===== config.mk =====
export PLATFORM = sky130hd
export DESIGN_NAME = quotient_bcd_conv
export DESIGN_NICKNAME = d
export VERILOG_FILES = /design/src/rtl/quotient_bcd_conv.sv
export SDC_FILE = /design/constraint.sdc
export NUM_CORES = 1
export LEC_CHECK = 0
export ABC_AREA = 1
export CORE_MARGIN = 2
export CORE_UTILIZATION = 50
export CTS_BUF_LIST = sky130_fd_sc_hd__clkbuf_8
export CTS_CLUSTER_DIAMETER = 200
export DETAILED_ROUTE_END_ITERATION = 16
export GPL_ROUTABILITY_DRIVEN = 0
export GPL_TIMING_DRIVEN = 0
export PLACE_DENSITY = 0.86
export SYNTH_ARGS = -nofsm -noshare
export SYNTH_HDL_FRONTEND = slang
export SYNTH_SLANG_ARGS = --single-unit

===== constraint.sdc =====
create_clock -name clk -period 1.1 [get_ports clk]
set_input_delay 0.165 -clock clk [delete_from_list [all_inputs] [get_ports clk]]
set_output_delay 0.165 -clock clk [all_outputs]
set_load 0.005 [all_outputs]

===== src/rtl/quotient_bcd_conv.sv =====
// -----------------------------------------------------------------------------
// quotient_bcd_conv
//
// Purpose:
//    Sequential binary-to-BCD converter placed directly after the restoring
//    divider. It takes an N-bit unsigned quotient or remainder over a
//    valid/ready handshake. It converts the value with the shift-and-add-3
//    (double-dabble) algorithm, one input bit per clock. It then presents D
//    packed BCD digits on a valid/ready output for display or serial
//    reporting.
//
// Parameters:
//    N          binary input width in bits
//    D          number of BCD output digits; 10**D must exceed 2**N - 1.
//               Extra digits are zero-padded.
//
// Ports:
//    clk        rising-edge clock
//    rst        asynchronous active-high reset
//    in_valid   bin_in carries a value to convert this cycle
//    in_ready   converter is idle and will take bin_in on this edge
//    bin_in     unsigned binary value to convert
//    out_valid  bcd_out holds a completed conversion
//    out_ready  consumer takes bcd_out on this edge
//    bcd_out    packed BCD result, units digit in bits [3:0]
//    busy       a conversion is being shifted through
// -----------------------------------------------------------------------------
module quotient_bcd_conv #(
   parameter int N = 8,
   parameter int D = 3
) (
   input  logic           clk,
   input  logic           rst,
   input  logic           in_valid,
   output logic           in_ready,
   input  logic [N-1:0]   bin_in,
   output logic           out_valid,
   input  logic           out_ready,
   output logic [4*D-1:0] bcd_out,
   output logic           busy
);

   // Counter width is large enough to hold the value N itself.
   localparam int CW = $clog2(N + 1);
   localparam int BW = 4 * D;

   // The counter holds this value during the last shift step.
   localparam logic [CW-1:0] LAST_STEP = CW'(N - 1);

   // Smallest power of ten above the requested digit count, used only to
   // reject parameter sets that cannot hold the largest input value.
   function automatic longint pow10(input int digits);
      longint acc;
      acc = 1;
      for (int k = 0; k < digits; k++) begin
         acc = acc * 10;
      end
      return acc;
   endfunction

   // Refuse to elaborate when D digits are too few for an N-bit value.
   // Otherwise the upper digits would silently lose carries.
   if (pow10(D) <= ((longint'(1) << N) - 1)) begin : g_digit_check
      $error("quotient_bcd_conv: D is too small for N");
   end

   typedef enum logic [1:0] {
      IDLE  = 2'd0,
      SHIFT = 2'd1,
      DONE  = 2'd2
   } state_t;

   state_t          state_q,     state_d;
   logic [N-1:0]    bin_work_q,  bin_work_d;
   logic [BW-1:0]   bcd_work_q,  bcd_work_d;
   logic [CW-1:0]   cnt_q,       cnt_d;
   logic [BW-1:0]   bcd_out_q,   bcd_out_d;
   logic            out_valid_q, out_valid_d;

   // Working BCD after the parallel add-3 correction of this step.
   logic [BW-1:0]   bcd_corr;
   // Working BCD after the correction and the one-bit left shift.
   logic [BW-1:0]   bcd_shifted;
   // High during the final shift step of a conversion.
   logic            last_step;

   // State register. Reset drops any in-flight conversion and returns to
   // IDLE, so the block is immediately ready for a fresh value.
   always_ff @(posedge clk or posedge rst) begin
      if (rst) begin
         state_q <= IDLE;
      end else begin
         state_q <= state_d;
      end
   end

   // Next-state logic. A capture in IDLE starts N shift steps. After the
   // step that brings the count to N, the result waits in DONE until the
   // consumer takes it. Nothing is accepted or queued in SHIFT or DONE.
   always_comb begin
      state_d = state_q;
      case (state_q)
         IDLE: begin
            if (in_valid) begin
               state_d = SHIFT;
            end
         end
         SHIFT: begin
            if (last_step) begin
               state_d = DONE;
            end
         end
         DONE: begin
            if (out_ready) begin
               state_d = IDLE;
            end
         end
         default: begin
            state_d = IDLE;
         end
      endcase
   end

   // Output decode from the registered state. in_ready depends only on
   // state, never on out_ready, because there is no skid buffer.
   always_comb begin
      in_ready = 1'b0;
      busy     = 1'b0;
      case (state_q)
         IDLE:    in_ready = 1'b1;
         SHIFT:   busy     = 1'b1;
         default: begin
            in_ready = 1'b0;
            busy     = 1'b0;
         end
      endcase
   end

   // Double-dabble correction. Any digit that is 5 or more gets 3 added, so
   // it carries correctly into the next digit after the doubling shift.
   // All digits are corrected in parallel from the pre-shift value. A digit
   // is at most 9 here, so the 4-bit add never wraps.
   always_comb begin
      bcd_corr = bcd_work_q;
      for (int i = 0; i < D; i++) begin
         if (bcd_work_q[4*i +: 4] >= 4'd5) begin
            bcd_corr[4*i +: 4] = bcd_work_q[4*i +: 4] + 4'd3;
         end
      end
   end

   // The shift runs across the concatenation {bcd, bin}. The binary MSB
   // moves into the units digit of the BCD register.
   assign bcd_shifted = {bcd_corr[BW-2:0], bin_work_q[N-1]};
   assign last_step   = (cnt_q == LAST_STEP);

   // Datapath next-state logic. bcd_out is loaded only at the end of the
   // last shift step, so it holds the previous result through IDLE and
   // through the next conversion.
   always_comb begin
      bin_work_d  = bin_work_q;
      bcd_work_d  = bcd_work_q;
      cnt_d       = cnt_q;
      bcd_out_d   = bcd_out_q;
      out_valid_d = out_valid_q;
      case (state_q)
         IDLE: begin
            if (in_valid) begin
               bin_work_d = bin_in;
               bcd_work_d = '0;
               cnt_d      = '0;
            end
         end
         SHIFT: begin
            bcd_work_d = bcd_shifted;
            bin_work_d = bin_work_q << 1;
            cnt_d      = cnt_q + CW'(1);
            if (last_step) begin
               bcd_out_d   = bcd_shifted;
               out_valid_d = 1'b1;
            end
         end
         DONE: begin
            if (out_ready) begin
               out_valid_d = 1'b0;
            end
         end
         default: begin
            out_valid_d = 1'b0;
         end
      endcase
   end

   // Datapath registers. Reset clears everything, including the visible
   // result, so no residue from an aborted or earlier conversion remains.
   always_ff @(posedge clk or posedge rst) begin
      if (rst) begin
         bin_work_q  <= '0;
         bcd_work_q  <= '0;
         cnt_q       <= '0;
         bcd_out_q   <= '0;
         out_valid_q <= 1'b0;
      end else begin
         bin_work_q  <= bin_work_d;
         bcd_work_q  <= bcd_work_d;
         cnt_q       <= cnt_d;
         bcd_out_q   <= bcd_out_d;
         out_valid_q <= out_valid_d;
      end
   end

   assign bcd_out   = bcd_out_q;
   assign out_valid = out_valid_q;

endmodule


Yosys cells after proc, flatten, opt, wreduce, memory -nomap -nowiden
Index checks and enable logic that the tools add are counted.

operators by class
  bitwise operators = 1
  $add $sub $neg = 4
  order comparisons = 3
  reduce and logical (&&, ||, !) cells = 6
  equal/unequal tests = 6
  multiplexer cells = 18

operator list
  operator             count
  $pmux 12 s2          1
  $pmux 8 s2           1
  $ge 4x3->1 const B   3
  $mux 12              1
  $mux 4               3
  $add 4x2->4 const B  2
  $mux 8               1
  $pmux 4 s2           1
  $mux 2               3
  $ne 2x2->1 const B   3
  $pmux 2 s3           1
  $reduce_and 3->1     2
  $add 4x1->4 const B  1
  $eq 4x3->1 const B   1
  $mux 1               4
  $reduce_and 2->1     2
  $add 3x2->3 const B  1
  $mux 3               1
  $pmux 1 s3           1
  $eq 2x1->1 const B   1
  $eq 2x2->1 const B   1
  $logic_not 2->1      1
  $reduce_bool 2->1    1
  $not 1->1            1

word-level totals
  register bits after elaboration = 39
  logic and storage cells = 44
  output and inout bits = 15

Depth between registers and ports, before layout
Gate-level depths: netlist of run 1.

  word-level depth = 3
  mapped depth = 10
  depth with buffers taken out = 10

Worst setup path before layout of run 1
No wires, ideal clock.

  kind = reg2reg
  start point = register cnt_q[0]
  end point = register bcd_out_q[9] (netlist: bcd_out[9])
  arrival = 1,074 ps
  clock period less this slack = 1,191 ps
  stages on the path, launching flop included = 8
  setup slack = -91 ps
  cells stage by stage = dfrtp_1 ha_1 nand3_1 nor2_4 inv_2 buf_6 nand2_1 nand2_1

between the ends
  cells in the longest elaborated chain, start to end = 2

ends and longest elaborated chain
  element                            RTL line  RTL
  start, declared                    76        logic [CW-1:0] cnt_q, cnt_d;
  start signal, assigned             206       cnt_q <= cnt_d;
  $eq 4x3->1                         155       assign last_step = (cnt_q == LAST_STEP);
  $reduce_and 2->1 (no source line)  -
  end signal, assigned               207       bcd_out_q <= bcd_out_d;
  end, declared                      77        logic [BW-1:0] bcd_out_q, bcd_out_d;

No other way between the ends.
A chain may end at the register's enable or synchronous reset.

Final worst setup path of run 1
  start point = register cnt_q[0]
  end point = register bcd_out_q[1] (netlist: bcd_out[1])

The elaborated chain is that of the path after synthesis.

==> summary.txt, run 1 <==
Placement
  – Dpl cells: 309
  – Final HPWL DP: 2666 um
  – Input/output buffers: 26
  – Placed inst area: 2241 um^2

Finish
  – Filler cells: 231
  – Final design utilization: 75.91%
  – Design area: 2779 um^2
  – Fin cells: 354
  – Area grow syn2layout: 46.60%
  – Diode count: 0
  – Reg area: 977.2 um^2
  – Nets: 326
  – Footprint of the multi-input gates: 917.1 um^2
  – Share of layout cells above drive strength 1: 32.68%

Floorplan
  – Core Area: 3661 um^2
  – Horiz. Die Dim: 65.57 um
  – Site row count: 22
  – Initial Util: 51.78%
  – DIE AREA: 4299 um^2
  – IO Count: 27
  – Die H: 65.57 um

CTS
  – Clock latency on the worst-skew pair: 300 ps
  – Hold buffers post-CTS: 0
  – Clock buffer depth: 2
  – TritonCTS clock tree: done
  – CTS Sinks: 39
  – Num CTS Buffers: 5
  – H-tree levels: 2
  – Clock transition at the registers of the reported paths: 70 ps
  – Clock Root Buffer: clkbuf_8

Critical path
  – CP Launch Point: cnt_q[0]
  – Worst setup endpoint: bcd_out[1]
  – CP Data Required Time: 1290 ps
  – Arr. time, crit path: 1570 ps
  – Critical Path Fanout Max: 7
  – CP Class: reg -> reg
  – CP startpoint kind: flip-flop
  – R2r setup slk: -280 ps
  – Worst r2r src: cnt_q[0]
  – Worst flop-to-flop path endpoint: bcd_out[1]
  – R2R cell count: 7
  – Crit end category: flip-flop

Status
  – Failing checks: negative setup slack
  – Outcome: finished, violations left

Yosys
  – Syn_nets: 254
  – Post-Syn Instances: 235
  – Post-synthesis async set-or-reset flop share: 100.0%
  – Post-synth top cells: nand2_1 (98), dfrtp_1 (39), nand3_1 (26)
  – Most common cell in the synthesized netlist: nand2_1
  – Area leader, netlist: dfrtp_1
  – EDFF count, synth: 0
  – Mapped Area: 1896 um^2
  – Area share of the largest cell type after synthesis: 51.49%
  – Yosys warnings: 0
  – Synth area leaders: dfrtp_1 (51%), nand2_1 (19%), nand3_1 (6.9%)
  – Prevailing post-synth register cell: dfrtp_1
  – Distinct cell type count after synthesis: 19
  – Number of synthesized register bits: 39
  – Sequential fraction of the synthesis area: 51.49%
  – Syn_area_per_cell: 8.066 um^2

STA
  – Post-route clock period utilization: 125.3%
  – Fin. max-slew vios: 0
  – Final hold vios: 0
  – Setup Skew: 6.422 ps
  – Worst Max-Slew Pin Slew: 812.1 ps
  – Final Setup Violations: 41
  – Setup ws final: -278.3 ps
  – Fin Hold WS: 328.1 ps
  – Unrepaired setup endpoints after global routing: yes
  – Worst slew margin: 45.78%
  – Crit path time final: 1378 ps
  – Fmax: 0.7255 GHz

Routing
  – Via count: 1861
  – Drc violations: 0
  – Routed WL: 5227 um
  – Drt wl/cell: 14.77 um
  – Drt via density: 5.257
  – 1st-pass router iterations: 4
  – Detail Route Antenna Nets: 0
  – Initial detailed-routing violation count: 112

Global routing
  – First-pass GRT wire length: 7831 um
  – Gr ovfl total: 0
  – Initial antenna violation count: 0
  – Vias in the first global route: 1817
  – GRT Total Usage: 24.47%
  – Largest net degree at the start of global routing: 40

Power and ir drop
  – Peak VDD IR: 1.237 mV
  – Pwr Density: 2771 nW/um^2
  – Static Leak: 1.439 nW

Min path
  – Worst hold path type: in -> async

Flow run
  – Max Cap Viol: 0
-- cells in the final DEF, fill, tap and decap left out, drive strengths merged --
| cell type | Yosys | final |
|---|---|---|
| nand2 | 100 | 100 |
| buf | 5 | 46 |
| dfrtp | 39 | 39 |
| nand3 | 26 | 26 |
| inv | 25 | 26 |
| nor2 | 13 | 13 |
| clkdlybuf4s15 | 0 | 12 |
| clkdlybuf4s50 | 0 | 11 |
| o21ai | 11 | 11 |
| ha | 7 | 7 |
| clkbuf | 0 | 6 |
| nand4 | 2 | 2 |
| o22ai | 2 | 2 |
| a21oi | 2 | 2 |
| o21a | 1 | 1 |
| o211ai | 1 | 1 |
| xnor2 | 1 | 1 |
-- sequential cells by signal, indices dropped and copies added, names as in the netlist --
| name | count |
|---|---|
| state_q | 2 |
| cnt_q | 4 |
| bcd_work_q | 12 |
| bcd_out | 12 |
| bin_work_q | 8 |
| out_valid | 1 |
-- power by group --
part,switching [W],internal (W)
Sequential,0.000474,0.00204
Combinational,0.00219,0.00208
Clock,0.000497,0.000414
Total,0.00316,0.00454
-- logic make-up after synthesis --
family | after synthesis | synth area share (%)
flops | 39 | 51.49
xor+xnor | 1 | 0.4621
buf+inv | 30 | 7.327
compound gates | 17 | 4.885
fa+ha+maj | 7 | 4.620
simple gates | 141 | 31.22
-- how the worst min path moves through the flow --
stage                        startpoint       endpoint  slack, ps  cells after the start
after floorplan               bin_in[0]  bin_work_q[0]        280                      2
after CTS                           rst  bin_work_q[2]        380                      2
final                               rst  bin_work_q[2]        330                      2
after global placement       bcd_out[7]     bcd_out[7]        460                      2
after detailed placement  bin_work_q[0]  bin_work_q[0]        460                      2
after global routing                rst  bin_work_q[5]        420                      2
-- worst max-delay path, stage by stage (launching register included) --
cell and delay, ps:
dfrtp_1 410, ha_2 220, nand3_2 120, nor2_4 170, inv_4 80, buf_8 150
nand2_2 60, nand2_1 50
-- per-layer routing --
| metal | global-route usage [%] | wire length (um) |
|---|---|---|
| met3 | 6.678 | 334 |
| met2 | 42.35 | 2749 |
| met4 | 11.98 | 143 |
| met5 | 0 | 0 |
| met1 | 27.78 | 2000 |
-- per-stage QoR --
step / setup TNS [ps] / setup slack [ps] / power, W
2_1_floorplan: -530.1 / -59.66 / 0.004326
3_3_place_gp: -35740 / -771.7 / 0.005208
3_5_place_dp: -11690 / -470.0 / 0.005362
4_1_cts: -5054 / -209.1 / 0.006994
5_1_grt: -9606 / -340.0 / 0.008227
6_report: -7384 / -278.3 / 0.007701
-- what timing repair did --
item / 4_1_cts / 5_1_grt
pin swaps: 7 / 0
setup endpoints to repair: 50 / 49
resized for setup: 67 / 33
gates cloned: 3 / 0
setup buffers: 25 / 12
-- final cells by class --
cell class | instances | share of cell area [%]
inverters | 25 | 3.917
clock buffers | 5 | 2.476
clock inverters | 1 | 0.1351
repair buffers | 65 | 21.12
plain buffers | 5 | 2.026
multi-input cells | 166 | 33.00
well taps | 48 | 2.161
flip-flops and latches | 39 | 35.16
Power figures use the tool's default switching activity.
==> inputs of run 2 (changes only) <==
Settings changed: CORE_MARGIN 2 to default.
==> summary.txt, run 2 (synthesized netlist as in run 1, its figures left out) <==
Critical path
  – CP max stage delay: 400 ps (about the same)
  – Critical Path Fanout Max: 7 (unchanged)
  – R2R cell count: 9 (+2)
  – Critical path cell sequence: buf_6 > inv_4 > nand2_4 > buf_6 > nor2_4 > inv_4 > buf_8 > nand2_2 > nand2_2
  – Worst path bufs/invs: 5 (+3)
  – CP Class: reg -> reg
  – Slowest stage cell on the critical path: dfrtp_1
  – Delay-heaviest family, CP: buffers and inverters
  – Arr. time, crit path: 1570 ps (about the same)
  – Worst r2r src: state_q[1]
  – R2r setup slk: -280 ps (about the same)
  – CP Data Required Time: 1290 ps (about the same)
  – Worst flop-to-flop path endpoint: bcd_out[3]
  – Crit end category: flip-flop
  – CP startpoint kind: flip-flop

Routing
  – Initial detailed-routing violation count: 145 (+29%)
  – Via count: 1878 (+0.91%)
  – Routed WL: 5336 um (+2.1%)
  – Drt wl/cell: 15.29 um (+3.5%)
  – Drt via density: 5.381 (+2.4%)
  – Detail Route Antenna Nets: 0 (unchanged)
  – Drc violations: 0 (unchanged)
  – 1st-pass router iterations: 4 (unchanged)

Finish
  – Area grow syn2layout: 50.69%
  – Filler cells: 223 (-3.5%)
  – Most frequent cells in the layout: nand2_1 (60), dfrtp_1 (38), nand2_2 (37), buf_4 (23)
  – Fin cells: 349 (-1.4%)
  – Reg area: 977.2 um^2 (unchanged)
  – Footprint of the multi-input gates: 998.5 um^2 (+8.9%)
  – Final design utilization: 78.02% (+2.1 points)
  – Nets: 321 (-1.5%)
  – Diode count: 0 (unchanged)
  – Commonest non-fill, non-tap cell in the layout: nand2_1
  – Share of layout cells above drive strength 1: 40.53% (+7.9 points)

CTS
  – H-tree levels: 2 (unchanged)
  – Clock buffer depth: 2 (unchanged)
  – Num CTS Buffers: 5 (unchanged)
  – Clock latency on the worst-skew pair: 300 ps (about the same)
  – Clock Root Buffer: clkbuf_8
  – CTS Sinks: 39 (unchanged)
  – Hold buffers post-CTS: 0 (unchanged)
  – Clock transition at the registers of the reported paths: 70 ps (about the same)
  – TritonCTS clock tree: done

Flow run
  – Max Cap Viol: 0 (unchanged)

Power and ir drop
  – Peak VDD IR: 1.364 mV (+10%)
  – Total chip power: 0.007939 W (+3.1%)
  – Reg power frac: 32.1% (-0.6 points)
  – Static Leak: 1.461 nW (+1.6%)
  – Clk pwr share: 11.2% (-0.6 points)
  – Cell-internal power: 0.004594 W (+1.2%)
  – Pwr Density: 2779 nW/um^2 (+0.29%)
  – Switching share of power: 42.14% (+1.1 points)
  – Gate power share: 56.7% (+1.2 points)
  – Sw Pwr: 0.003345 W (+5.7%)

Global routing
  – First-pass GRT wire length: 8266 um (+5.6%)
  – Vias in the first global route: 1834 (+0.94%)
  – GRT Total Usage: 27.35% (+2.9 points)
  – Initial antenna violation count: 0 (unchanged)
  – Largest net degree at the start of global routing: 40 (unchanged)
  – Gr ovfl total: 0 (unchanged)

STA
  – Unrepaired setup endpoints after global routing: yes
  – Setup Skew: 9.358 ps (+2.936 ps)
  – Worst slew margin: 45.41% (-0.37 points)
  – Fin. max-slew vios: 0 (unchanged)
  – Worst Max-Slew Pin Slew: 817.6 ps (+5.476 ps)
  – Setup ws final: -276.2 ps (+2.019 ps)
  – Final Setup Violations: 41 (unchanged)
  – Final hold vios: 0 (unchanged)
  – Post-route clock period utilization: 125.1% (-0.18 points)
  – Fin Hold WS: 340.6 ps (+12.45 ps)
  – Fmax: 0.7266 GHz (+0.15%)
  – Crit path time final: 1376 ps (-2.019 ps)

Placement
  – Final HPWL DP: 2680 um (+0.51%)
  – Input/output buffers: 26 (unchanged)
  – Dpl cells: 309 (unchanged)

Floorplan
  – Initial Util: 51.78% (unchanged)
  – Core Area: 3661 um^2 (unchanged)
  – Site row count: 22 (unchanged)
  – Horiz. Die Dim: 63.57 um (-3.1%)
  – DIE AREA: 4041 um^2 (-6.0%)
  – Die H: 63.57 um (-3.1%)
  – IO Count: 27 (unchanged)

Status
  – Failing checks: negative setup slack
  – Outcome: finished, violations left

Min path
  – Worst hold path type: in -> async
==> run 2: cell types whose count changed in the layout (fill, tap and decap cells not counted), sizes merged <==
cell,delta
clkdlybuf4s15,-1
dlygate4sd2,+1
buf,-5
==> run 2: worst register-to-register path: stages (launching register included) <==
cell and delay [ps]:
dfrtp_1 400, buf_6 130, inv_4 50, nand2_4 60, buf_6 140, nor2_4 170
inv_4 80, buf_8 140, nand2_2 60, nand2_2 50
==> run 2: how the worst max path moves through the flow <==
| stage | start | endpoint | slack, ps | cells after the start |
|---|---|---|---|---|
| final | state_q[1] | bcd_out[3] | -280 | 9 |
| after floorplan | cnt_q[0] | bcd_out[9] | -60 | 7 |
| after global placement | rst | bcd_out[6] | -770 | 2 |
| after detailed placement | state_q[0] | busy | -480 | 4 |
| after CTS | state_q[1] | busy | -210 | 6 |
| after global routing | bcd_work_q[0] | bcd_out[4] | -350 | 9 |
==> run 2: power by group through the flow <==
stage	Combinational (W)	Clock (W)	Sequential, W
after floorplan	0.00190	0	0.00243
after global placement	0.00274	0	0.00246
after detailed placement	0.00288	0	0.00249
after CTS	0.00390	0.000892	0.00249
after global routing	0.00491	0.000970	0.00260
final	0.00450	0.000889	0.00255
==> run 2: what timing repair did <==
| action | in CTS | in global routing |
|---|---|---|
| endpoints found under the setup margin | 50 | 49 |
| endpoints found under the hold margin | 0 | 0 |
| resized for setup | 91 | 36 |
| buffers inserted | 28 | 7 |
| cloned | 2 | 0 |
| pin swaps | 13 | 10 |
==> run 2: area by class of cell <==
cell class	instances	share of cell area, %
clock inverters	1	0.1314
repair buffers	61	20.54
clock buffers	5	2.409
inverters	25	3.811
multi-input cells	166	34.95
flip-flops and latches	39	34.21
well taps	48	2.102
plain buffers	4	1.840
==> run 2: routing by layer <==
metal  vias up  GRT usage (%)  routed length, um  share of wire [%]
met1       892          29.29               2005                 38
met2        88          49.07               2843                 53
met4         0          13.35                148                2.8
met5         -              0                  0                  0
li1        876              -                  -                  -
met3        22          7.246                339                6.4
==> run 2: per-stage QoR <==
| step | area, um^2 | setup slack (ps) | setup TNS [ps] |
|---|---|---|---|
| after global routing | 2856 | -352.7 | -10970 |
| after detailed placement | 2241 | -478.6 | -11570 |
| final | 2856 | -276.2 | -8631 |
| after floorplan | 1921 | -59.66 | -530.1 |
| after global placement | 2241 | -770.9 | -35640 |
| after CTS | 2720 | -209.4 | -5219 |
